## src/rtl/return_stack_if.sv

```systemverilog
// Request/response bundle between the CPU control path and the return-address stack.
// The master drives push/pop requests; the slave reports top-of-stack, occupancy and fault flags.
interface return_stack_if #(
    parameter int ADDR_WIDTH = 12,
    parameter int DEPTH      = 8
);
    localparam int CNT_W = $clog2(DEPTH) + 1;

    logic                  push;
    logic                  pop;
    logic [ADDR_WIDTH-1:0] push_addr;
    logic                  clear_err;
    logic [ADDR_WIDTH-1:0] top_addr;
    logic [CNT_W-1:0]      count;
    logic                  empty;
    logic                  full;
    logic                  overflow;
    logic                  underflow;

    modport master (
        output push,
        output pop,
        output push_addr,
        output clear_err,
        input  top_addr,
        input  count,
        input  empty,
        input  full,
        input  overflow,
        input  underflow
    );

    modport slave (
        input  push,
        input  pop,
        input  push_addr,
        input  clear_err,
        output top_addr,
        output count,
        output empty,
        output full,
        output overflow,
        output underflow
    );
endinterface

```

## src/rtl/return_stack.sv

```systemverilog
// Return-address stack with a combinational top-of-stack read so RET completes in one cycle.
// Define RETURN_STACK_WRAP_EN to let a push while full overwrite the oldest entry instead of dropping it.
module return_stack #(
    parameter int ADDR_WIDTH = 12,
    parameter int DEPTH      = 8
) (
    input logic           clk,
    input logic           reset,
    return_stack_if.slave bus
);
    localparam int PTR_W = $clog2(DEPTH);
    localparam int CNT_W = PTR_W + 1;
    localparam logic [CNT_W-1:0] FULL_COUNT = CNT_W'(DEPTH);

    logic [ADDR_WIDTH-1:0] storage_q [DEPTH];
    logic [PTR_W-1:0]      sp_q;
    logic [PTR_W-1:0]      sp_d;
    logic [CNT_W-1:0]      count_q;
    logic [CNT_W-1:0]      count_d;
    logic                  overflow_q;
    logic                  overflow_d;
    logic                  underflow_q;
    logic                  underflow_d;

    logic                  wrEn;
    logic [PTR_W-1:0]      wrIdx;
    logic [PTR_W-1:0]      topIdx;
    logic                  isEmpty;
    logic                  isFull;
    logic                  newOverflow;
    logic                  newUnderflow;

    // sp points at the next free slot, so the live top sits one below it (modulo DEPTH).
    assign topIdx  = sp_q - PTR_W'(1);
    assign isEmpty = (count_q == '0);
    assign isFull  = (count_q == FULL_COUNT);

    always_comb begin
        sp_d         = sp_q;
        count_d      = count_q;
        wrEn         = 1'b0;
        wrIdx        = sp_q;
        newOverflow  = 1'b0;
        newUnderflow = 1'b0;

        if (bus.push && bus.pop && !isEmpty) begin
            wrEn  = 1'b1;
            wrIdx = topIdx;
        end else if (bus.push) begin
            if (!isFull) begin
                wrEn    = 1'b1;
                sp_d    = sp_q + PTR_W'(1);
                count_d = count_q + CNT_W'(1);
            end else begin
                newOverflow = 1'b1;
`ifdef RETURN_STACK_WRAP_EN
                // Slot sp holds the oldest entry when full, so writing it keeps the newest DEPTH addresses.
                wrEn = 1'b1;
                sp_d = sp_q + PTR_W'(1);
`endif
            end
        end else if (bus.pop) begin
            if (!isEmpty) begin
                sp_d    = topIdx;
                count_d = count_q - CNT_W'(1);
            end else begin
                newUnderflow = 1'b1;
            end
        end

        // A fault raised in the same cycle as clear_err must survive the clear.
        overflow_d  = newOverflow  | (overflow_q  & ~bus.clear_err);
        underflow_d = newUnderflow | (underflow_q & ~bus.clear_err);
    end

    always_ff @(posedge clk) begin
        if (reset) begin
            sp_q        <= '0;
            count_q     <= '0;
            overflow_q  <= 1'b0;
            underflow_q <= 1'b0;
        end else begin
            sp_q        <= sp_d;
            count_q     <= count_d;
            overflow_q  <= overflow_d;
            underflow_q <= underflow_d;
        end
    end

    always_ff @(posedge clk) begin
        if (!reset && wrEn) begin
            storage_q[wrIdx] <= bus.push_addr;
        end
    end

    assign bus.top_addr  = isEmpty ? '0 : storage_q[topIdx];
    assign bus.count     = count_q;
    assign bus.empty     = isEmpty;
    assign bus.full      = isFull;
    assign bus.overflow  = overflow_q;
    assign bus.underflow = underflow_q;
endmodule

```

## src/flat_wrapper.sv

```systemverilog
// flat-port wrapper written by rule: the top's interface ports become plain ports
module return_stack_flat 
#(
    parameter int ADDR_WIDTH = 12,
    parameter int DEPTH      = 8
)
  (clk, reset, bus_push, bus_pop, bus_push_addr, bus_clear_err, bus_top_addr, bus_count, bus_empty, bus_full, bus_overflow, bus_underflow);
  return_stack_if #(.ADDR_WIDTH(ADDR_WIDTH), .DEPTH(DEPTH)) bus_i ();
  input logic clk;
  input logic reset;
  input wire logic [$bits(bus_i.push)-1:0] bus_push;
  input wire logic [$bits(bus_i.pop)-1:0] bus_pop;
  input wire logic [$bits(bus_i.push_addr)-1:0] bus_push_addr;
  input wire logic [$bits(bus_i.clear_err)-1:0] bus_clear_err;
  output wire logic [$bits(bus_i.top_addr)-1:0] bus_top_addr;
  output wire logic [$bits(bus_i.count)-1:0] bus_count;
  output wire logic [$bits(bus_i.empty)-1:0] bus_empty;
  output wire logic [$bits(bus_i.full)-1:0] bus_full;
  output wire logic [$bits(bus_i.overflow)-1:0] bus_overflow;
  output wire logic [$bits(bus_i.underflow)-1:0] bus_underflow;
  assign bus_i.push = bus_push;
  assign bus_i.pop = bus_pop;
  assign bus_i.push_addr = bus_push_addr;
  assign bus_i.clear_err = bus_clear_err;
  assign bus_top_addr = bus_i.top_addr;
  assign bus_count = bus_i.count;
  assign bus_empty = bus_i.empty;
  assign bus_full = bus_i.full;
  assign bus_overflow = bus_i.overflow;
  assign bus_underflow = bus_i.underflow;
  return_stack #(.ADDR_WIDTH(ADDR_WIDTH), .DEPTH(DEPTH)) u_core (.clk(clk), .reset(reset), .bus(bus_i));
endmodule
```

## config.mk

```make
export PLATFORM = sky130hd
export DESIGN_NAME = return_stack_flat
export DESIGN_NICKNAME = d
export VERILOG_FILES = /design/src/rtl/return_stack_if.sv /design/src/rtl/return_stack.sv /design/src/flat_wrapper.sv
export SDC_FILE = /design/constraint.sdc
export NUM_CORES = 1
export LEC_CHECK = 0
export ABC_AREA = 1
export CAP_MARGIN = 15
export CORE_AREA = 2 2 117 119
export CTS_BUF_LIST = sky130_fd_sc_hd__clkbuf_16
export DETAILED_ROUTE_END_ITERATION = 10
export DIE_AREA = 0 0 119 121
export PLACE_DENSITY = 0.58
export SLEW_MARGIN = 10
export SYNTH_ARGS = -nofsm -noshare
export SYNTH_HDL_FRONTEND = slang
export SYNTH_SLANG_ARGS = --single-unit
```

## constraint.sdc

```tcl
create_clock -name clk -period 2.65 [get_ports clk]
set_input_delay 0.53 -clock clk [delete_from_list [all_inputs] [get_ports clk]]
set_output_delay 0.53 -clock clk [all_outputs]
set_load 0.005 [all_outputs]
```

* After elaboration in Yosys (flattened, before gate mapping)
Memories as Yosys holds them, arrays and structs flattened.
Cells that the tools add are included.
** Word-level totals
- Bits in registers :: 9
- Bits in writable memories :: 96
- Bits of input ports :: 17
- Output and inout bits :: 20
- Word-level logic and storage cells :: 48
- Memories kept :: 1
** Memories
- u_core.storage_q :: depth 8, width 12, read ports 1, clocked after memory_dff 0, write ports 1, line return_stack.sv:15 : logic [ADDR_WIDTH-1:0] storage_q [DEPTH];
** Cells by class
- Add/subtract/negate cells :: 4
- Equal/unequal tests :: 3
- Multiplexer cells :: 22
- Bitwise logic cells :: 6
- Reductions and logical operators :: 8
** Operators by type and width (count)
- $mux W4 :: 4
- $mux W3 :: 5
- $mux W1 :: 12
- $mux W12 :: 1
- $add A4 B1 Y4 const B :: 1
- $eq A4 B4 Y1 const B :: 1
- $logic_not A4 Y1 :: 1
- $ne A2 B2 Y1 const B :: 2
- $reduce_and A4 Y1 :: 1
- $sub A4 B1 Y4 const B :: 1
- $add A3 B1 Y3 const B :: 1
- $logic_and A1 B1 Y1 :: 3
- $sub A3 B1 Y3 const B :: 1
- $and A1 B1 Y1 :: 2
- $logic_not A1 Y1 :: 2
- $not A1 Y1 :: 2
- $or A1 B1 Y1 :: 2
- $reduce_bool A2 Y1 :: 1

* Longest topological paths before layout
- Word-level depth :: 7
- Gate-level depth with buffers :: 11
- Mapped depth without buffers :: 9

* Worst setup path after synthesis
No wires, ideal clock.
- Path kind :: reg-to-reg
- Start point :: register u_core.sp_q[0]
- End point :: memory u_core.storage_q[2][0], enable pin
- Setup time :: 0.380 ns
- Arrival time :: 2.069 ns
- Required time :: 2.270 ns
- Path slack :: 0.201 ns
- Cell stages (with the launch flop) :: 10
- Path buffers :: 4
- Period minus slack after synthesis :: 2.449 ns
- Cells stage by stage :: dfxtp_1 -> buf_2 -> inv_2 -> buf_2 -> ha_1 -> buf_2 -> buf_2 -> o21ai_2 -> nand2_1 -> nor2_1
** Between the ends
- Word-level cells in the longest chain between the ends :: 2
** Ends and longest elaborated chain
- from (decl) :: line return_stack.sv:16 : logic [PTR_W-1:0] sp_q;
- from (signal assigned) :: line return_stack.sv:83 : sp_q <= sp_d;
- $sub A3 B1 Y3 :: line return_stack.sv:34 : assign topIdx = sp_q - PTR_W'(1);
- $mux W3 (*) :: line return_stack.sv:46 : if (bus.push && bus.pop && !isEmpty) begin
- to (decl) :: line return_stack.sv:15
Mark *: on every way between the ends. The rest lies on a longest branch, timed or not.

* Worst setup path after layout
- Start point :: register u_core.sp_q[0]
- End point :: output bus_top_addr[2]
** Between the ends
- Word-level cells in the longest chain between the ends :: 3
** Ends and longest elaborated chain
- $sub A3 B1 Y3 :: line return_stack.sv:34
- $mem_v2 Z8 W12
- $mux W12 :: line return_stack.sv:96 : assign bus.top_addr = isEmpty ? '0 : storage_q[topIdx];
- to (decl) :: line flat_wrapper.sv:15 : output wire logic [$bits(bus_i.top_addr)-1:0] bus_top_addr;
No other way between the ends.

==> out/summary.md <==
* number of DRC markers in iteration 0: 192
* layout cell share with drive strength beyond 1: 14.3%
* width of the die: 119 um
* reported net switching power: 0.00223 W
* max-cap viol count: 0
* buffer depth of the longest clock path: 2
* CP Launch Point: u_core.sp_q[0]$_SDFFE_PP0P_
* number of port buffers: 36
* post-synth top area cell: sky130_fd_sc_hd__edfxtp_1
* total leakage power: 2.14 nW
* post-synth top area share: 63.9%
* number of endpoints failing setup at the final stage: 2
* final RePlAce weighted congestion: 0.839
* failing checks: negative setup slack
* required time at the endpoint of the critical path: 2.12 ns
* cell types with the largest area share after synthesis: sky130_fd_sc_hd__edfxtp_1 64%, sky130_fd_sc_hd__nor2_1 9.2%, sky130_fd_sc_hd__o21ai_0 5.2%
* DRC violation count after routing: 0
* number of max-slew violations in the final report: 0
* mean routed wirelength per cell: 15.7 um
* via count: 3181
* dominant cell by count in the synthesized netlist: sky130_fd_sc_hd__nor2_1
* CTS sink count: 105
* Pre-Repair DR Iteration Count: 4
* Netlist cell types: 28
* share of power burned in registers: 32.4%
* pin count of the biggest net entering global routing: 53
* number of vias per cell: 4.89
* ANT cells: 0
* clock network fraction of design power: 21.5%
* post-route antenna net violation count: 0
* r2r startpoint: u_core.bus.count[0]$_SDFFE_PP0P_
* number of cell rows: 42
* Hold-fix buffers, CTS: 0
* Netlist Area Pre-Place: 4510 um2
* post-route fraction of the period consumed by the critical path: 102%
* slew at the pin closest to its max-slew limit: 0.368 ns
* Setup crit end kind: output port
* classification of the worst-slack hold path: register to register
* Hold Path Depth: 2
* I/O Pins: 37
* mean instance size in the synthesized netlist: 11.1 um2
* worst-case vdd ir drop: 0.576 mV
* final worst path period need: 2.71 ns
* status: finished, violations left
* number of antenna violations at the first check in global routing: 0
* number of enable-type register cells in the synthesized netlist: 96
* top post-synthesis cells by count: 110 x sky130_fd_sc_hd__nor2_1, 96 x sky130_fd_sc_hd__edfxtp_1, 51 x sky130_fd_sc_hd__nand2_1
* first-pass GRT wire length: 16300 um
* worst hold path startpoint: u_core.bus.underflow$_SDFF_PP0_
* post-synthesis net count: 430
* endpoint arrival time on the critical path: 2.18 ns
* critical path start-end classification: register to output port
* wire length after detailed routing: 10200 um
* setup TNS: -0.0998 ns
* main flop type after synthesis: sky130_fd_sc_hd__edfxtp_1
* worst setup timing slack at the placement stage: 0.129 ns
* CTS tree: yes
* Final HPWL DP: 6510 um
* normalized max-slew margin: 75.5%
* switch share: 35.2%
* Global Route Usage Sum: 14.9%
* Max Fclk: 0.369 GHz
* utilization after layout: 43.1%
* clk slew on worst S/H paths: 0.06 ns
* Power Density: 1130 nW/um2
* post-route worst hold slack: 0.468 ns
* number of clock buffers inserted by TritonCTS: 9
* Die Height: 121 um
* maximum net fanout on the critical path: 10
* area of the die: 14400 um2
* number of register bits inferred by synthesis: 105
* unrepaired setup endpoints after global routing: true
* fin worst setup slack: -0.0580 ns
* placeable core region: 13100 um2
* clock root cell: sky130_fd_sc_hd__clkbuf_16
* net count of the finished layout: 493
* Internal Pwr Total: 0.00411 W
* number of warning messages in the yosys log: 0
* post-synthesis instance total: 408
* number of H-tree levels: 3
* Fin. Hold Viols: 0
* starting density of the core: 34.5%
* leftover overflow at the end of global routing: 0
* Area Growth Syn to Fin: 24.9%
* fraction of synthesis flops using an asynchronous set or reset pin: 0%
* portion of total power attributed to combinational logic: 46.2%
* sequential-to-total area share from yosys stat: 67.9%
* number of global-route vias before repair: 3043
* insertion delay of the later-clocked pin in the worst-skew pair: 0.34 ns
* Setup Skew: 0.00669 ns
* Reg2Reg Depth: 7
* Setup crit start kind: register
[critical path, stage by stage, from the launching register on]
cell and delay, ns:
sky130_fd_sc_hd__dfxtp_2 0.36, sky130_fd_sc_hd__inv_2 0.06, sky130_fd_sc_hd__ha_4 0.31, sky130_fd_sc_hd__buf_6 0.16, sky130_fd_sc_hd__o21ai_0 0.09, sky130_fd_sc_hd__o211ai_1 0.17
sky130_fd_sc_hd__nand2_1 0.07, sky130_fd_sc_hd__nor2_1 0.11, sky130_fd_sc_hd__clkdlybuf4s50_1 0.51
[area by class of cell]
cell class | count | area (um2)
flip-flops and latches | 105 | 3070
multi-input cells | 267 | 1310
inverters | 15 | 56.3
repair buffers | 73 | 687
clock inverters | 5 | 75.1
fillers | 1220 | 7450
clock buffers | 9 | 225
well taps | 176 | 220
[through the flow]
stage,instances,power (W),area (um2)
global placement,629,0.00490,5240
finish,650,0.00635,5630
floorplan,408,0.00366,4510
detailed placement,629,0.00494,5240
CTS,644,0.00634,5570
global route,650,0.00679,5630
[worst paths after layout]
path | end | slack (ns)
worst max-delay path | bus_top_addr[2] | -0.06
worst min-delay path | u_core.bus.underflow$_SDFF_PP0_ | 0.47
worst max register to register | u_core.storage_q[4][8]$_DFFE_PP_ | 0.56
worst min register to register | u_core.bus.underflow$_SDFF_PP0_ | 0.47
[placed cells by master (no fill, tap or decap), types with 2 or more instances in the layout]
cell,instances
sky130_fd_sc_hd__dlygate4sd2_1,2
sky130_fd_sc_hd__nor2_2,3
sky130_fd_sc_hd__dfxtp_2,2
sky130_fd_sc_hd__inv_1,14
sky130_fd_sc_hd__buf_6,3
sky130_fd_sc_hd__nand3_1,11
sky130_fd_sc_hd__clkbuf_16,9
sky130_fd_sc_hd__clkbuf_2,2
sky130_fd_sc_hd__buf_4,31
sky130_fd_sc_hd__edfxtp_1,96
sky130_fd_sc_hd__nand2_4,2
sky130_fd_sc_hd__dlymetal6s2s_1,5
sky130_fd_sc_hd__o21ai_1,3
sky130_fd_sc_hd__nor2_1,108
sky130_fd_sc_hd__dfxtp_1,7
sky130_fd_sc_hd__inv_2,3
sky130_fd_sc_hd__nand2_1,51
sky130_fd_sc_hd__o211ai_1,12
sky130_fd_sc_hd__o21ai_0,47
sky130_fd_sc_hd__o22ai_1,12
sky130_fd_sc_hd__buf_12,3
sky130_fd_sc_hd__clkdlybuf4s50_1,26
sky130_fd_sc_hd__or2_2,2
sky130_fd_sc_hd__xor2_1,4
sky130_fd_sc_hd__ha_1,3
sky130_fd_sc_hd__bufinv_16,2
sky130_fd_sc_hd__o21ai_2,2
[layer usage]
metal	part of all wire [%]	global-route usage, %	routed length, um
met3	4.9	3.62	501
met1	48	20.2	4890
met2	46	23.1	4660
met4	1.8	5.95	184
met5	0	0	0
[state kept, by name, summed over array words and instances (netlist names)]
signal / flops
u_core.bus.overflow: 1
u_core.bus.underflow: 1
u_core.storage_q: 96
u_core.bus.count: 4
u_core.sp_q: 3
[cells by family (layout without fill, tap and decap cells)]
kind of cell / count (synthesis) / in the layout / share of synthesized area [%]
AND/OR/NAND/NOR: 178 / 178 / 15.8
flip-flops: 105 / 105 / 67.9
AO/OA/AOI/OAI: 78 / 78 / 9.87
buffers and inverters: 36 / 102 / 3.58
XOR/XNOR: 6 / 6 / 1.33
adder cells (fa/ha/maj): 5 / 5 / 1.55
[what timing repair did]
item	CTS	global route
endpoints found under the setup margin	12	9
pin swaps	0	3
buffers inserted	1	6
resized for setup	14	13
[power by group through the flow]
stage	Clock, W	Sequential (W)	Combinational [W]
finish	0.00136	0.00205	0.00293
global route	0.00146	0.00207	0.00327
CTS	0.00140	0.00206	0.00289
detailed placement	0	0.00209	0.00285
global placement	0	0.00209	0.00281
floorplan	0	0.00207	0.00159
Note: power is estimated with default switching activity, not from simulation.
